===== config.mk =====
export PLATFORM = sky130hd
export DESIGN_NAME = jt49_per_meas
export DESIGN_NICKNAME = d
export VERILOG_FILES = /design/src/rtl/jt49_per_meas.sv
export SDC_FILE = /design/constraint.sdc
export NUM_CORES = 1
export LEC_CHECK = 0
export CAP_MARGIN = 20
export CELL_PAD_IN_SITES_DETAIL_PLACEMENT = 0
export CELL_PAD_IN_SITES_GLOBAL_PLACEMENT = 1
export CORE_MARGIN = 10
export CORE_UTILIZATION = 26
export DETAILED_ROUTE_END_ITERATION = 6
export PLACE_DENSITY_LB_ADDON = 0.12
export SETUP_SLACK_MARGIN = 0.4
export SYNTH_ARGS = -nofsm -noshare
export SYNTH_HDL_FRONTEND = slang
export SYNTH_SLANG_ARGS = --single-unit

===== constraint.sdc =====
create_clock -name clk -period 2 [get_ports clk]
set_clock_uncertainty 0.15 [all_clocks]
set_input_delay 0.2 -clock clk [delete_from_list [all_inputs] [get_ports clk]]
set_output_delay 0.2 -clock clk [all_outputs]
set_load 0.005 [all_outputs]

===== src/rtl/jt49_per_meas.sv =====
// jt49_per_meas: measures the half-period of a square wave (din) in cen ticks.
// Every din transition publishes the number of cen ticks since the previous one
// on period, with a one-clk valid pulse. Counts beyond the W-bit range saturate
// at all-ones and raise ovf.
// Optional build macro JT49_PER_MEAS_FILT_EN: a transition is accepted only after
// din differs from the accepted level on two consecutive cen samples, which
// rejects one-tick glitches at the cost of one extra cen tick of latency.
module jt49_per_meas #(
    parameter int W = 12
) (
    input  logic         clk,
    input  logic         rst_n,
    input  logic         cen,
    input  logic         din,
    output logic [W-1:0] period,
    output logic         valid,
    output logic         ovf,
    output logic         locked
);

    typedef enum logic {
        IDLE = 1'b0,
        MEAS = 1'b1
    } state_t;

    localparam logic [W-1:0] ONE = W'(1);

    state_t         state;
    state_t         next_state;
    logic           din_q;
    logic           edge_det;
    logic [W-1:0]   count;
    logic           sat;

`ifdef JT49_PER_MEAS_FILT_EN
    logic pend;

    // Accepted-level tracker: a new level is taken only after two consecutive
    // differing cen samples; a single differing sample merely arms pend.
    // NOTE: sequential state uses non-blocking (<=) so every register sees the
    // pre-edge values of the others, regardless of statement order.
    always_ff @(posedge clk or negedge rst_n) begin
        if (!rst_n) begin
            din_q <= 1'b0;
            pend  <= 1'b0;
        end else if (cen) begin
            if (din != din_q) begin
                if (pend) begin
                    din_q <= din;
                    pend  <= 1'b0;
                end else begin
                    pend  <= 1'b1;
                end
            end else begin
                pend <= 1'b0;
            end
        end
    end

    assign edge_det = cen && pend && (din != din_q);
`else
    // Previous cen sample of din; any difference is an edge.
    // NOTE: sequential state uses non-blocking (<=) so every register sees the
    // pre-edge values of the others, regardless of statement order.
    always_ff @(posedge clk or negedge rst_n) begin
        if (!rst_n) begin
            din_q <= 1'b0;
        end else if (cen) begin
            din_q <= din;
        end
    end

    assign edge_det = cen && (din != din_q);
`endif

    // FSM state register.
    always_ff @(posedge clk or negedge rst_n) begin
        if (!rst_n) begin
            state <= IDLE;
        end else begin
            state <= next_state;
        end
    end

    // Next-state logic: leave IDLE on the first accepted edge, then stay in MEAS.
    // NOTE: next_state is given its default before the case so no path leaves it
    // unassigned, which would otherwise infer a latch.
    always_comb begin
        next_state = state;
        case (state)
            IDLE:    if (edge_det) next_state = MEAS;
            MEAS:    next_state = MEAS;
            default: next_state = IDLE;
        endcase
    end

    // Interval counter, saturation flag and published results.
    always_ff @(posedge clk or negedge rst_n) begin
        if (!rst_n) begin
            count  <= '0;
            sat    <= 1'b0;
            period <= '0;
            ovf    <= 1'b0;
            valid  <= 1'b0;
            locked <= 1'b0;
        end else begin
            valid <= 1'b0;
            if (cen) begin
                case (state)
                    IDLE: begin
                        // First edge only starts the interval; nothing to publish.
                        if (edge_det) begin
                            count  <= ONE;
                            sat    <= 1'b0;
                            locked <= 1'b1;
                        end
                    end
                    MEAS: begin
                        if (edge_det) begin
                            period <= count;
                            ovf    <= sat;
                            valid  <= 1'b1;
                            count  <= ONE;
                            sat    <= 1'b0;
                        end else if (count == '1) begin
                            // Interval longer than the counter range: hold at
                            // all-ones and remember that it overflowed.
                            sat <= 1'b1;
                        end else begin
                            count <= count + ONE;
                        end
                    end
                    default: ;
                endcase
            end
        end
    end

endmodule


==> impl_metrics.csv, run 1 <==
group,metric,value,unit
layout,final_nets,162,
synthesis,yosysSeqAreaShare,53.1,%
clock_network,h-tree-depth,2,
power,clkPwrFrac,32.4,%
critical_path,critPathMaxFanout,5,
sta,rsz0062_at_grt,"yes",
grt,gr-max-usage-layer,"met2",
outcome,status,"finished, final reports clean",
grt,grt_use_met2,12.4,%
power,finalPower,1.81,mW
layout,nFillCells,526,
placement,gp_congestion,0.771,
worst_hold_path,hp-class,"input pin to register",
power,combPwrFrac,25.5,%
job,drv_cap,0,
routing,first_pass_iters,4,
power,switching_share,27.4,%
routing,drt-wirelength-per-cell,15.4,um
grt,grt_pass1_wl,6000,um
clock_network,clkTransAtPathRegs,70,ps
synthesis,synth-seq-cells,30,
layout,seqCellArea,756,um^2
clock_network,insertion_delay,280,ps
clock_network,cts_hold_buf,0,
routing,drtIter0Drc,48,
clock_network,clockBufferDepth,2,
floorplanning,dieArea,8790,um^2
layout,final_cell_area,2020,um^2
grt,first_global_vias,1159,
grt,grt_max_degree,31,
routing,final_antenna_net_count,0,
synthesis,yosysTopAreaCellShare,53.1,%
placement,port_buffers,18,
sta,timing.final.hold_violations,0,
floorplanning,die_w,93.8,um
floorplanning,die-height,93.8,um
sta,finalSetupViolations,0,
clock_network,cts.sinks,30,
layout,post-route-util,38.8,%
critical_path,cp-start-kind,"register",
placement,dpl.hpwl,2380,um
clock_network,cts_tree,"yes",
synthesis,syn_area_per_cell,11.8,um^2
routing,vias_per_cell,4.79,
synthesis,netlist_area,1420,um^2
routing,vias,1091,
synthesis,synthCells,120,
power,p_leak,0.892,nW
sta,setup_tns,0,ps
synthesis,yosys_warnings,0,
synthesis,syn_nets,125,
synthesis,synth_cell_type_count,32,
floorplanning,start_util,27.2,%
critical_path,arrival,1730,ps
power,power_density,896,nW/um^2
grt,antenna_found_initial,0,
sta,slew_violations,0,
power,p_seq_share,42.1,%
routing,drcViolationCount,0,
layout,drive_gt1_share,40.5,%
critical_path,critPathKind,"register to register",
sta,finalCritPeriodShare,83.8,%
layout,multi_input_area,684,um^2
synthesis,yosysTopAreaCell,"dfrtp_1",
power,vdd_drop_max,0.000403,V
sta,worstMarginPinSlew,395,ps
layout,antenna_cells,0,
clock_network,clock-root-buffer,"clkbuf_8",
routing,finalWirelength,3520,um
floorplanning,num_rows,26,
sta,fin_ws,325,ps
grt,grt_usage,8.70,%
synthesis,synth_area_leaders,"dfrtp_1 53%, mux2_1 7.2%, a31oi_1 4.9%, mux2_2 4.0%, buf_6 3.2%",
sta,period_needed,1680,ps
clock_network,cts_buffers,5,
layout,area_growth,42.5,%
critical_path,end_kind,"register",
floorplanning,io-pin-count,19,
sta,max_slew_margin,73.7,%
critical_path,required,2050,ps
power,p_switching,0.495,mW
placement,post-place-ws,15.0,ps
placement,postPlaceCellArea,1770,um^2
grt,overflow,0,
power,intPower,1.31,mW
grt,gr-usage-met3,3.60,%
grt,met1_usage,11.0,%
floorplanning,core_area,5200,um^2
sta,max_clock_freq,597,MHz
[path summary, 6_finish.rpt]
kind | to | cells past startpoint | slack, ps | startpoint
setup / recovery | count[11]$_DFFE_PN0P_ | 6 | 320 | count[0]$_DFFE_PN0P_
hold / removal | din_q$_DFFE_PN0P_ | 2 | 120 | din
setup reg to reg | count[11]$_DFFE_PN0P_ | 6 | 320 | count[0]$_DFFE_PN0P_
hold reg to reg | locked$_DFFE_PN0P_ | 1 | 330 | locked$_DFFE_PN0P_
max in group asynchronous | count[9]$_DFFE_PN0P_ | 2 | 1230 | rst_n
min in group asynchronous | ovf$_DFFE_PN0P_ | 2 | 170 | rst_n
[Yosys cell counts]
library cell   n
nor2b_1        1
o21bai_1       1
a21boi_1       1
o21ai_0        2
o211ai_1       1
o21ai_1        2
ha_1           1
and3_1         3
buf_6          4
xor2_2         1
inv_1          2
a21oi_1        4
and4_4         1
mux2_1         9
and4_1         3
nand2_1       12
nor3b_1        1
dfrtp_1       30
nand3_1        6
o21a_1         1
nand2b_1       2
mux2_2         5
clkbuf_1       2
a41oi_1        3
a41oi_2        1
a22o_1         1
a311oi_4       1
nand4_1        2
nand3b_1       1
a31oi_1       11
nor2_1         1
buf_2          4
[layout by cell type, fill, tap and decap left out, drive strengths merged]
cell type	n
dfrtp	30
inv	2
xor2	1
o21bai	1
o21a	1
a22o	1
clkbuf	8
nand3b	1
a311oi	1
a41oi	4
nand2b	2
nand4	2
o211ai	1
nand3	6
mux2	14
nor2b	1
nor3b	1
a21oi	4
and4	4
a21boi	1
buf	22
clkdlybuf4s50	17
nor2	1
ha	1
and3	3
a31oi	11
dlymetal6s2s	1
nand2	12
o21ai	4
[kinds of logic after synthesis]
family	synth area share [%]
compound gates	15.3
xor+xnor	1.15
fa+ha+maj	0.884
buf+inv	5.66
flops	53.1
mux	11.1
simple gates	12.8
[area by class of cell]
| type | instances | area share [%] |
|---|---|---|
| well taps | 70 | 4.34 |
| inverters | 2 | 0.372 |
| flip-flops and latches | 30 | 37.5 |
| clock buffers | 8 | 5.46 |
| repair buffers | 40 | 18.4 |
| multi-input cells | 78 | 33.9 |
[per-layer routing]
layer | vias up | share of wire [%]
li1 | 522 | -
met5 | - | 0
met1 | 546 | 48
met4 | 0 | 1.4
met3 | 6 | 6.0
met2 | 17 | 44
[timing repair]
item	4_1_cts	5_1_grt
pin swaps	4	3
buffers inserted	8	0
resized for setup	10	11
setup endpoints to repair	24	25
[power groups by stage]
stage          sequential (mW)  clock [mW]  combinational, mW
6_report                 0.761       0.586              0.461
5_1_grt                  0.776       0.629              0.512
3_5_place_dp             0.780           0              0.405
2_1_floorplan            0.774           0              0.206
4_1_cts                  0.760       0.600              0.460
3_3_place_gp             0.773           0              0.404
[state kept, by name, summed over array words and instances (netlist names)]
signal and cells:
ovf 1, locked 1, valid 1, din_q 1, sat 1, state 1, period 12, count 12
[per-stage QoR]
| step | instances | hold WS (ps) |
|---|---|---|
| floorplan | 120 | -246 |
| global placement | 212 | 307 |
| detailed placement | 212 | 319 |
| CTS | 228 | 180 |
| global route | 228 | 124 |
| finish | 228 | 121 |
[worst max-delay path, stage by stage, from the launching register on]
cell,delay (ps)
dfrtp_1,380
ha_2,190
and3_4,190
a311oi_4,260
buf_6,180
a41oi_2,100
a31oi_1,140
Power figures use the tool's default switching activity.
==> inputs of run 2 (changes only) <==
==> constraint.sdc (replaced) <==
create_clock -name clk -period 1.5 [get_ports clk]
set_clock_uncertainty 0.15 [all_clocks]
set_input_delay 0.15 -clock clk [delete_from_list [all_inputs] [get_ports clk]]
set_output_delay 0.15 -clock clk [all_outputs]
set_load 0.005 [all_outputs]
==> impl_metrics.csv, run 2 (same netlist as run 1, synthesis figures left out) <==
group,metric,value,unit
power,p_leak,1.02,nW
critical_path,startpoint,"count[0]$_DFFE_PN0P_",
placement,gp_congestion,0.788,
worst_hold_path,hp-class,"input pin to async pin",
layout,antenna_cells,0,
critical_path,critical-path-slowest-cell,"dfrtp_1",
routing,drcViolationCount,0,
power,vdd_drop_max,0.000324,V
sta,slew_violations,0,
clock_network,h-tree-depth,2,
critical_path,r2r_start,"count[0]$_DFFE_PN0P_",
critical_path,end_kind,"register",
sta,max_slew_margin,84.7,%
power,power_density,1110,nW/um^2
critical_path,crit_cells,7,
layout,area_growth,48.9,%
clock_network,cts_buffers,5,
critical_path,crit_chain,"ha_2 > and3_4 > a311oi_4 > buf_4 > buf_12 > a41oi_2 > a31oi_1",
grt,grt_pass1_wl,6090,um
critical_path,slowest_delay,390,ps
grt,grt_max_degree,31,
sta,finalCritPeriodShare,118,%
sta,fin_ws,-265,ps
critical_path,critPathKind,"register to register",
placement,dpl.hpwl,2450,um
critical_path,required,1540,ps
grt,grt_usage,8.75,%
grt,antenna_found_initial,0,
grt,overflow,0,
clock_network,cts.sinks,30,
routing,finalWirelength,3570,um
routing,vias_per_cell,4.64,
floorplanning,core_area,5200,um^2
critical_path,cpLargestDelayFamily,"compound AO/OA/AOI/OAI gates",
sta,max_clock_freq,566,MHz
placement,post-place-ws,-415,ps
floorplanning,dieArea,8790,um^2
sta,setup_tns,-3510,ps
layout,drive_gt1_share,51.1,%
critical_path,r2r_cells,7,
layout,final_cell_count_no_fill,248,
layout,reg_top3,"count: 12 flops, period: 12 flops",
floorplanning,start_util,27.2,%
layout,mostFrequentLayoutCell,"buf_4",
floorplanning,num_rows,26,
sta,rsz0062_at_grt,"yes",
routing,first_pass_iters,5,
floorplanning,die_w,93.8,um
sta,worstMarginPinSlew,230,ps
clock_network,clock-root-buffer,"clkbuf_8",
critical_path,arrival,1810,ps
job,drv_cap,0,
layout,final_cell_area,2110,um^2
clock_network,insertion_delay,280,ps
layout,layout_common_cells,"35 x buf_4, 30 x dfrtp_1, 15 x buf_2",
floorplanning,io-pin-count,19,
clock_network,cts_hold_buf,0,
grt,first_global_vias,1178,
placement,postPlaceCellArea,1910,um^2
routing,drtIter0Drc,59,
sta,period_needed,1770,ps
floorplanning,die-height,93.8,um
critical_path,crit_buf_inv,2,
placement,port_buffers,18,
outcome,status,"finished, violations left",
sta,timing.final.hold_violations,0,
placement,dp.cells,225,
layout,final_nets,182,
layout,post-route-util,40.5,%
clock_network,clkTransAtPathRegs,70,ps
sta,finalSetupViolations,25,
routing,final_antenna_net_count,0,
routing,vias,1151,
critical_path,reg2reg_slack,-270,ps
outcome,violations,"setup timing",
critical_path,critPathMaxFanout,5,
clock_network,clockBufferDepth,2,
clock_network,cts_tree,"yes",
routing,drt-wirelength-per-cell,14.4,um
critical_path,cp-start-kind,"register",
-- run 2: final timing paths --
check	to
max	count[9]$_DFFE_PN0P_
min	din_q$_DFFE_PN0P_
max reg2reg	count[9]$_DFFE_PN0P_
min reg2reg	locked$_DFFE_PN0P_
max in group asynchronous	count[6]$_DFFE_PN0P_
min in group clk	locked$_DFFE_PN0P_
-- run 2: metal layers --
layer,vias up,track usage (%),wire length (um)
li1,562,-,-
met1,562,11.4,1680
met2,22,12.5,1650
met3,5,3.44,175
met4,0,3.67,57
met5,-,0,0
-- run 2: area by class of cell --
class / instances / area, um^2
Clock buffer: 7 / 86.3
Clock inverter: 1 / 5.00
Fill cell: 512 / 3100
Inverter: 2 / 7.51
Multi-Input combinational cell: 78 / 683
Sequential cell: 30 / 751
Tap cell: 70 / 87.6
Timing Repair Buffer: 60 / 487
-- run 2: what timing repair did --
item	CTS	global route
setup endpoints to repair	44	42
pin swaps	0	6
setup buffers	10	4
hold endpoints to repair	0	0
gates cloned	0	1
resized for setup	66	6
-- run 2: where the power goes --
part           switching [mW]  internal [mW]  total [mW]
Combinational           0.292          0.374       0.666
Clock                   0.317          0.370       0.687
Sequential             0.0579          0.921       0.979
-- run 2: metrics by stage --
stage	power, mW	hold slack (ps)
4_1_cts	2.33	77.3
6_report	2.33	71.8
3_5_place_dp	1.65	311
5_1_grt	2.49	89.2
2_1_floorplan	1.31	-296
3_3_place_gp	1.64	311
